$ cat src/rtl/hop_cnt_rr_arbiter.sv
// -----------------------------------------------------------------------------
// hop_cnt_rr_arbiter
// Registered hop-count arbiter for the switch output stage. The requester with
// the highest hop count wins. Ties are resolved by a round-robin scan that
// starts at the search start. The grant is held for a whole wormhole packet
// until its tail flit is accepted downstream.
//
// Optional feature: define HOP_ARB_AGING_EN to add per-input starvation age
// counters. Saturated requesters form a priority class above every hop count.
// -----------------------------------------------------------------------------
module hop_cnt_rr_arbiter #(
   parameter int unsigned IN_N      = 5,
   parameter int unsigned HOP_CNT_W = 3,
   parameter int unsigned AGE_W     = 4
) (
   input  logic                          clk_i,
   input  logic                          rst_ni,
   input  logic [IN_N-1:0]               req_i,
   input  logic [IN_N*HOP_CNT_W-1:0]     hop_cnt_i,
   input  logic [IN_N-1:0]               tail_i,
   input  logic                          ack_i,
   output logic [IN_N-1:0]               gnt_o,
   output logic [$clog2(IN_N)-1:0]       gnt_id_o,
   output logic                          gnt_vld_o,
   output logic                          tie_o
);

   localparam int unsigned ID_W   = $clog2(IN_N);
   localparam int unsigned LEAF_N = 32'd1 << ID_W;
`ifdef HOP_ARB_AGING_EN
   // Top key bit marks the saturated-age priority class.
   localparam int unsigned KEY_W  = HOP_CNT_W + 32'd1;
   localparam logic [AGE_W-1:0] AGE_MAX = {AGE_W{1'b1}};
`else
   localparam int unsigned KEY_W  = HOP_CNT_W;
`endif

   localparam logic [ID_W-1:0] ID_ZERO = {ID_W{1'b0}};
   localparam logic [ID_W-1:0] ID_ONE  = ID_W'(1);
   localparam logic [ID_W-1:0] ID_LAST = ID_W'(IN_N - 1);
   localparam logic [IN_N-1:0] VEC_ONE = IN_N'(1);
   localparam logic [ID_W:0]   SCAN_N  = (ID_W + 1)'(IN_N);

   typedef enum logic [0:0] {
      ST_IDLE   = 1'b0,
      ST_LOCKED = 1'b1
   } state_e;

   // Registered state and outputs
   state_e           r_state;
   logic [IN_N-1:0]  r_gnt;
   logic [ID_W-1:0]  r_gnt_id;
   logic             r_vld;
   logic             r_tie;
   logic [ID_W-1:0]  r_rr_ptr;
`ifdef HOP_ARB_AGING_EN
   logic [AGE_W-1:0] r_age [IN_N];
`endif

   // Combinational arbitration signals
   logic [ID_W-1:0]  w_next_id;
   logic [ID_W-1:0]  w_start;
   logic             w_release;
   logic             w_any_req;
   logic             w_load;
   logic [KEY_W-1:0] w_key  [IN_N];
   logic [KEY_W-1:0] w_tree [2*LEAF_N];
   logic [KEY_W-1:0] w_max_key;
   logic [IN_N-1:0]  w_match;
   logic [ID_W:0]    w_idx;
   logic             w_found;
   logic [ID_W-1:0]  w_win_id;
   logic [IN_N-1:0]  w_win_vec;
   logic             w_tie;

   // Successor of the granted index (modulo IN_N) and the search start point
   always_comb begin
      if (r_gnt_id == ID_LAST) begin
         w_next_id = ID_ZERO;
      end else begin
         w_next_id = r_gnt_id + ID_ONE;
      end
      if (r_state == ST_LOCKED) begin
         w_start = w_next_id;
      end else begin
         w_start = r_rr_ptr;
      end
   end

   assign w_any_req = |req_i;
   assign w_release = (r_state == ST_LOCKED) & ack_i & tail_i[r_gnt_id];
   // A new winner is latched when idle with requests or when releasing into requests.
   assign w_load    = w_any_req & ((r_state == ST_IDLE) | w_release);

   // Key formation, log-depth max tree, tie detection and rotated first-match scan
   always_comb begin
      w_tree    = '{default: {KEY_W{1'b0}}};
      w_match   = {IN_N{1'b0}};
      w_found   = 1'b0;
      w_win_id  = ID_ZERO;
      w_idx     = {(ID_W+1){1'b0}};
      for (int i = 0; i < int'(IN_N); i++) begin
`ifdef HOP_ARB_AGING_EN
         if (r_age[i] == AGE_MAX) begin
            w_key[i] = {1'b1, {HOP_CNT_W{1'b0}}};
         end else begin
            w_key[i] = {1'b0, hop_cnt_i[i*HOP_CNT_W +: HOP_CNT_W]};
         end
`else
         w_key[i] = hop_cnt_i[i*HOP_CNT_W +: HOP_CNT_W];
`endif
         // Non-requesters contribute a zero leaf so they can never raise the max.
         if (req_i[i]) begin
            w_tree[int'(LEAF_N) + i] = w_key[i];
         end else begin
            w_tree[int'(LEAF_N) + i] = {KEY_W{1'b0}};
         end
      end
      for (int n = int'(LEAF_N) - 1; n >= 1; n--) begin
         if (w_tree[2*n] >= w_tree[2*n+1]) begin
            w_tree[n] = w_tree[2*n];
         end else begin
            w_tree[n] = w_tree[2*n+1];
         end
      end
      w_max_key = w_tree[1];
      for (int i = 0; i < int'(IN_N); i++) begin
         w_match[i] = req_i[i] & (w_key[i] == w_max_key);
      end
      for (int k = 0; k < int'(IN_N); k++) begin
         w_idx = {1'b0, w_start} + (ID_W+1)'(k);
         if (w_idx >= SCAN_N) begin
            w_idx = w_idx - SCAN_N;
         end else begin
            w_idx = w_idx;
         end
         if (!w_found && w_match[w_idx[ID_W-1:0]]) begin
            w_found  = 1'b1;
            w_win_id = w_idx[ID_W-1:0];
         end else begin
            w_found  = w_found;
         end
      end
   end

   // More than one set bit in the match vector means the tie-break decided.
   assign w_tie     = |(w_match & (w_match - VEC_ONE));
   assign w_win_vec = VEC_ONE << w_win_id;

   // Grant FSM: latch winners, hold for the packet, release on tail accept
   always_ff @(posedge clk_i or negedge rst_ni) begin
      if (!rst_ni) begin
         r_state  <= ST_IDLE;
         r_gnt    <= {IN_N{1'b0}};
         r_gnt_id <= ID_ZERO;
         r_vld    <= 1'b0;
         r_tie    <= 1'b0;
         r_rr_ptr <= ID_ZERO;
      end else begin
         case (r_state)
            ST_IDLE: begin
               if (w_any_req) begin
                  r_state  <= ST_LOCKED;
                  r_gnt    <= w_win_vec;
                  r_gnt_id <= w_win_id;
                  r_vld    <= 1'b1;
                  r_tie    <= w_tie;
               end else begin
                  r_state  <= ST_IDLE;
               end
            end
            ST_LOCKED: begin
               if (w_release) begin
                  r_rr_ptr <= w_next_id;
                  if (w_any_req) begin
                     r_state  <= ST_LOCKED;
                     r_gnt    <= w_win_vec;
                     r_gnt_id <= w_win_id;
                     r_vld    <= 1'b1;
                     r_tie    <= w_tie;
                  end else begin
                     r_state  <= ST_IDLE;
                     r_gnt    <= {IN_N{1'b0}};
                     r_gnt_id <= ID_ZERO;
                     r_vld    <= 1'b0;
                     r_tie    <= 1'b0;
                  end
               end else begin
                  r_state <= ST_LOCKED;
               end
            end
            default: begin
               r_state  <= ST_IDLE;
               r_gnt    <= {IN_N{1'b0}};
               r_gnt_id <= ID_ZERO;
               r_vld    <= 1'b0;
               r_tie    <= 1'b0;
               r_rr_ptr <= ID_ZERO;
            end
         endcase
      end
   end

`ifdef HOP_ARB_AGING_EN
   // Starvation ages: count waiting cycles, saturate, clear when granted
   always_ff @(posedge clk_i or negedge rst_ni) begin
      if (!rst_ni) begin
         for (int i = 0; i < int'(IN_N); i++) begin
            r_age[i] <= {AGE_W{1'b0}};
         end
      end else begin
         for (int i = 0; i < int'(IN_N); i++) begin
            if (w_load && (w_win_id == ID_W'(i))) begin
               r_age[i] <= {AGE_W{1'b0}};
            end else if (req_i[i] && !r_gnt[i] && (r_age[i] != AGE_MAX)) begin
               r_age[i] <= r_age[i] + AGE_W'(1);
            end else begin
               r_age[i] <= r_age[i];
            end
         end
      end
   end
`endif

   assign gnt_o     = r_gnt;
   assign gnt_id_o  = r_gnt_id;
   assign gnt_vld_o = r_vld;
   assign tie_o     = r_tie;

endmodule

$ cat config.mk
export PLATFORM = sky130hd
export DESIGN_NAME = hop_cnt_rr_arbiter
export DESIGN_NICKNAME = d
export VERILOG_FILES = /design/src/rtl/hop_cnt_rr_arbiter.sv
export SDC_FILE = /design/constraint.sdc
export NUM_CORES = 1
export LEC_CHECK = 0
export CORE_UTILIZATION = 31
export CTS_BUF_LIST = sky130_fd_sc_hd__clkbuf_8
export CTS_CLUSTER_DIAMETER = 120
export DETAILED_ROUTE_END_ITERATION = 8
export GPL_ROUTABILITY_DRIVEN = 0
export PLACE_DENSITY = 0.48
export SYNTH_ARGS = -nofsm -noshare
export SYNTH_HDL_FRONTEND = slang
export SYNTH_SLANG_ARGS = --single-unit
$ cat constraint.sdc
create_clock -name clk_i -period 7.26 [get_ports clk_i]
set_input_delay 2.178 -clock clk_i [delete_from_list [all_inputs] [get_ports clk_i]]
set_output_delay 2.178 -clock clk_i [all_outputs]
set_load 0.02 [all_outputs]
; ---- Yosys cells after proc, flatten, opt, wreduce, memory -nomap -nowiden
; Index checks and enable logic that the tools add are counted.
[op_classes]
mux = 57
bitwise_logic = 9
n_addsub = 11
reduce_logical = 12
n_shift = 1
magnitude_cmp = 17
eq_ne = 8
[op_table]
columns = cell, count
row1 = $mux 3, 26
row2 = $lt 3x4->1 const B, 6
row3 = $bmux 1 s3, 6
row4 = $mux 1, 17
row5 = $ge 4x3->1 const B, 4
row6 = $eq 3x3->1, 5
row7 = $mux 5, 3
row8 = $sub 3x3->3 const B, 5
row9 = $ge 3x3->1, 4
row10 = $pmux 5 s2, 1
row11 = $reduce_or 5->1, 2
row12 = $add 3x2->4 const B, 2
row13 = $and 1x1->1, 7
row14 = $ge 3x1->1 const B, 2
row15 = $pmux 1 s2, 3
row16 = $pmux 3 s2, 1
row17 = $and 5x5->5, 1
row18 = $shl 1x3->5 const A, 1
row19 = $sub 5x1->5 const B, 1
row20 = $add 3x1->4 const B, 1
row21 = $add 3x3->4 const B, 1
row22 = $logic_and 1x1->1, 4
row23 = $logic_not 1->1, 4
row24 = $reduce_and 2->1, 2
row25 = other kinds (6), 6
[word_totals]
register_bits = 14
elab_cells = 121
in_bits = 28
output_inout_bits = 10

; ---- Longest topological paths before layout
[logic_depth]
depth_word = 28
mapped_depth = 26
depth_no_buf = 25

; ---- Worst setup path before layout
; Ideal clock, no wire load.
[synth_path]
path_kind = input-to-reg
start = in hop_cnt_i[9]
end = reg r_gnt[0], in the netlist gnt_o[0]
path_stages = 25
slack_ns = -0.631
arrival_time_ns = 7.770
path_cell_list = nand2_1 -> inv_1 -> ha_1 -> a311o_1 -> a211oi_1 -> nor2_1 -> ha_1 -> nand2_1 -> o21a_1 -> buf_2 -> a211o_1 -> a21boi_0 -> ha_1 -> a21oi_1 -> o21a_1 -> nor3_1 -> a22o_1 -> nor4b_1 -> a211oi_4 -> a22o_1 -> o22a_1 -> nor4b_2 -> or3b_1 -> o221a_1 -> a32o_2
[synth_via]
elab_chain_cells = 28
[synth_lines]
columns = element, line_no
row1 = from (decl), 19  ; input logic [IN_N*HOP_CNT_W-1:0] hop_cnt_i,
row2 = $mux 3, 113  ; if (req_i[i]) begin
row3 = $ge 3x3->1, 120  ; if (w_tree[2*n] >= w_tree[2*n+1]) begin
row4 = $mux 3, 120
row5 = $ge 3x3->1, 120
row6 = $mux 3, 120
row7 = $ge 3x3->1, 120
row8 = $mux 3, 120
row9 = $eq 3x3->1, 128  ; w_match[i] = req_i[i] & (w_key[i] == w_max_key);
row10 = [... 12 more ...], --
row11 = $mux 1, 137  ; if (!w_found && w_match[w_idx[ID_W-1:0]]) begin
row12 = $logic_not 1->1, 137
row13 = $logic_and 1x1->1, 137
row14 = $mux 3 (*), 137
row15 = $shl 1x3->5 (*), 148  ; assign w_win_vec = VEC_ONE << w_win_id;
row16 = $mux 5, 175  ; if (w_any_req) begin
row17 = $mux 5, 173  ; if (w_release) begin
row18 = $pmux 5 s2 (*), 160  ; case (r_state)
row19 = to (signal assigned), 154  ; r_gnt <= {IN_N{1'b0}};
row20 = to (signal assigned), 164  ; r_gnt <= w_win_vec;
row21 = to (signal assigned), 177  ; r_gnt <= w_win_vec;
row22 = to (decl), 51  ; logic [IN_N-1:0] r_gnt;
; Mark *: on every way between the ends. The rest lies on a longest branch, timed or not. The select of a mux whose other input is x is not followed.
; A chain may end at the register's enable or synchronous reset.

; ---- Worst setup path after layout
[layout_path]
start = in req_i[3]
end = reg r_gnt[0], in the netlist gnt_o[0]
[layout_via]
elab_chain_cells = 28
[layout_lines]
columns = element, line_no
row1 = from (decl), 18  ; input logic [IN_N-1:0] req_i,
row2 = $mux 3, 113
row3 = $ge 3x3->1, 120
row4 = $mux 3, 120
row5 = $ge 3x3->1, 120
row6 = $mux 3, 120
row7 = $ge 3x3->1, 120
row8 = $mux 3, 120
row9 = $eq 3x3->1, 128
row10 = [... 12 more ...], --
row11 = $mux 1, 137
row12 = $logic_not 1->1, 137
row13 = $logic_and 1x1->1, 137
row14 = $mux 3, 137
row15 = $shl 1x3->5, 148
row16 = $mux 5, 175
row17 = $mux 5, 173
row18 = $pmux 5 s2, 160
; Several ways; a longest one is shown, not always the timed one. The select of a mux whose other input is x is not followed.

==> key figures <==
Global routing
  • Largest net degree at the start of global routing: 15
  • Initial antenna violation count: 0
  • Remaining global-route overflow: 0
  • GRT Total Usage: 0.200
  • First-pass GRT wire length: 14.3 mm
  • Vias in the first global route: 3043

Finish
  • Ant. Diodes: 0
  • Nets: 516
  • # fillers: 736
  • Fraction of layout cells with a size suffix above 1: 0.462
  • Area occupied by multi-input gates: 2750 sq um
  • Area delta synth->final: 72.8%
  • Register Area: 350 sq um

Synth
  • Area share of the largest cell type after synthesis: 0.134
  • Avg Inst Size Synth: 7.81 sq um
  • Register area share after synthesis: 0.134
  • Register bit total from synthesis: 14
  • Share of async-settable or async-resettable flops after synthesis: 1.00
  • Distinct cells, synth: 77
  • Post-Syn Instances: 334
  • Yosys Warn Count: 0
  • Synth Cell Area: 2610 sq um
  • Post-synth top flop: dfrtp_1
  • Post-synth EDFFs: 0
  • Syn_nets: 384
  • Leading area contributor after synthesis: dfrtp_1
  • Largest cells by area after synthesis: dfrtp_1 13%, ha_1 10%, nand2_1 5.6%
  • Top-count cell post-synth: nand2_1
  • Top cells by instance count after synthesis: 39 x nand2_1, 32 x nor2_1, 21 x ha_1

Timing
  • Slew Viols, Final: 0
  • RSZ-0062 raised after global routing: true
  • Worst Setup Slack, final: -205 ps
  • Final hold vios: 0
  • Final hold slack: 473 ps
  • Tightest Pin Transition: 767 ps
  • Clock skew: 1.48 ps
  • Rel. slew slack: 0.483
  • Max Fclk: 134 MHz
  • Setup TNS: -951 ps
  • Tmin final: 7460 ps
  • Setup-failing EPs final: 8
  • Final Cycle Share: 1.03

Critical path
  • CP endpoint kind: flip-flop
  • Launch point of the worst reg-to-reg path: gnt_id_o[0]$_DFFE_PN0P_
  • CP required: 7400 ps
  • Worst-path fanout max: 6
  • Cells on worst reg2reg path: 16
  • Startpoint Class: input port
  • Arr. time, crit path: 7610 ps
  • Crit path kind: input port to flip-flop
  • RR Endpoint: gnt_o[0]$_DFFE_PN0P_
  • R2R Setup Slk: 2490 ps

Clock network
  • Sink Count: 14
  • TritonCTS clock tree: built
  • Cts bufs inserted: 3
  • Root Buffer: clkbuf_8
  • Reg clk slew, reported paths: 60 ps
  • Clock Tree Buf Depth: 2
  • H-tree depth: 1
  • Worst skew pair latency: 250 ps
  • Post-cts hold buffer count: 0

Detailed routing
  • Initial drt markers: 106
  • Vias/cell: 5.32
  • WL/cell: 15.2 microns
  • ANT nets after route: 0
  • Drt first pass iters: 5
  • DR vias: 3032
  • WL final: 8.68 mm
  • DRC viols: 0

Floorplan
  • Starting density of the core: 0.319
  • Height of the die: 93.7 microns
  • CORE AREA: 8180 sq um
  • Std cell rows: 33
  • DIE AREA: 8790 sq um
  • Die width: 93.7 microns
  • IO Count: 38

Power
  • Clk network pwr share: 0.050
  • Comb power frac: 0.872
  • Worst vdd ir: 0.000136 V
  • Switching pwr: 0.000746 W
  • Static Leak: 1.93 nW
  • PD cells: 343 nW/um^2
  • Sw frac: 0.482
  • Seq pwr share: 0.079
  • Pint: 0.000800 W

Placed design
  • DP HPWL: 6.59 mm
  • Input/output buffers: 37

Hold path
  • Hold depth: 2
  • Hold Crit Class: flip-flop to flip-flop
  • WHS Endpoint: tie_o$_DFFE_PN0P_
  • Hold path start: tie_o$_DFFE_PN0P_

Run status
  • Failing checks: negative setup slack
  • Status: complete, but fails checks

Job
  • Max-cap viol count: 0
area by class of cell:
| type | instances | area share |
|---|---|---|
| multi-input cells | 294 | 0.610 |
| repair buffers | 136 | 0.255 |
| flip-flops and latches | 14 | 0.0777 |
| well taps | 105 | 0.0291 |
| inverters | 17 | 0.0153 |
| clock buffers | 4 | 0.0122 |
stage by stage:
| stage | total power, W | util | setup WS [ps] | instance area [sq um] | std cells |
|---|---|---|---|---|---|
| floorplan | 0.000859 | - | -294 | 2730 | 334 |
| global placement | 0.00117 | 0.456 | -1100 | 3720 | 539 |
| detailed placement | 0.00117 | 0.456 | -1190 | 3720 | 539 |
| CTS | 0.00137 | 0.510 | -186 | 4170 | 560 |
| global route | 0.00167 | 0.551 | -415 | 4510 | 570 |
| finish | 0.00155 | 0.551 | -205 | 4510 | 570 |
cells by family after synthesis:
logic type,after synthesis,synth area share
flops,14,0.134
compound gates,110,0.344
xor+xnor,14,0.0470
simple gates,134,0.267
mux,14,0.0614
fa+ha+maj,22,0.108
buf+inv,26,0.0384
worst max-delay path, stage by stage:
cell and delay, ps:
buf_12 110, nand2_8 70, inv_6 30, ha_4 210
a311o_1 310, a211oi_2 320, nor2_2 100, ha_4 310
nand2_4 60, o21a_4 230, a211o_1 250, a21boi_4 150
ha_4 290, nand2_4 60, o21a_4 240, buf_6 130
o31ai_4 200, buf_12 190, xor2_4 170, a221oi_4 60
buf_4 170, a221oi_4 370, a311oi_4 80, nor4b_4 320
or3b_4 450, o221a_1 280, a32o_2 260
cells in the final DEF, fill, tap and decap left out, types with 4 or more instances in the layout:
cell / netlist / layout
dlygate4sd2_1: 0 / 4
o21ai_1: 3 / 5
nand2_1: 39 / 29
mux2_2: 6 / 5
a21o_1: 5 / 4
clkdlybuf4s50_1: 0 / 21
ha_4: 0 / 9
buf_4: 0 / 91
or3_1: 4 / 4
nor2_1: 32 / 28
o21ai_0: 13 / 8
inv_1: 15 / 13
ha_1: 21 / 12
and2_4: 0 / 6
xor2_4: 0 / 4
nor3_1: 9 / 9
clkbuf_8: 0 / 4
dfrtp_1: 14 / 14
buf_6: 0 / 8
nor2_2: 0 / 4
a21oi_1: 18 / 14
a22o_1: 6 / 6
nand2_2: 1 / 8
mux2i_1: 7 / 5
nand2b_1: 6 / 4
nand3_1: 7 / 7
xnor2_1: 9 / 9
buf_2: 2 / 5
a221oi_4: 1 / 4
power by group through the flow:
stage,logic [W],registers [W],clock network [W]
after floorplan,0.000720,0.000140,0
after CTS,0.00117,0.000122,0.0000776
after global placement,0.00105,0.000122,0
after global routing,0.00146,0.000125,0.0000813
final,0.00135,0.000121,0.0000772
after detailed placement,0.00105,0.000123,0
worst max-delay path by stage:
stage	startpoint	endpoint	cells past startpoint
2_1_floorplan	hop_cnt_i[9]	gnt_o[0]$_DFFE_PN0P_	24
6_report	req_i[3]	gnt_o[0]$_DFFE_PN0P_	27
3_5_place_dp	req_i[3]	gnt_o[0]$_DFFE_PN0P_	26
3_3_place_gp	req_i[3]	gnt_o[0]$_DFFE_PN0P_	26
5_1_grt	req_i[3]	gnt_o[0]$_DFFE_PN0P_	28
4_1_cts	req_i[0]	gnt_o[0]$_DFFE_PN0P_	26
sequential cells by signal, summed over array words and instances (netlist names):
signal,cells
gnt_id_o,3
r_rr_ptr,3
r_state,1
gnt_vld_o,1
gnt_o,5
tie_o,1
routing by layer:
layer	global-route usage	up-vias	part of all wire
li1	-	1521	-
met1	0.244	1423	0.42
met2	0.376	74	0.53
met3	0.0105	14	0.029
met4	0.0564	0	0.020
met5	0	-	0
what timing repair did:
item	4_1_cts	5_1_grt
buffers inserted	17	11
pin swaps	42	37
gates resized for setup	102	47
endpoints found under the setup margin	9	8
(Power assumes the default switching activity.)
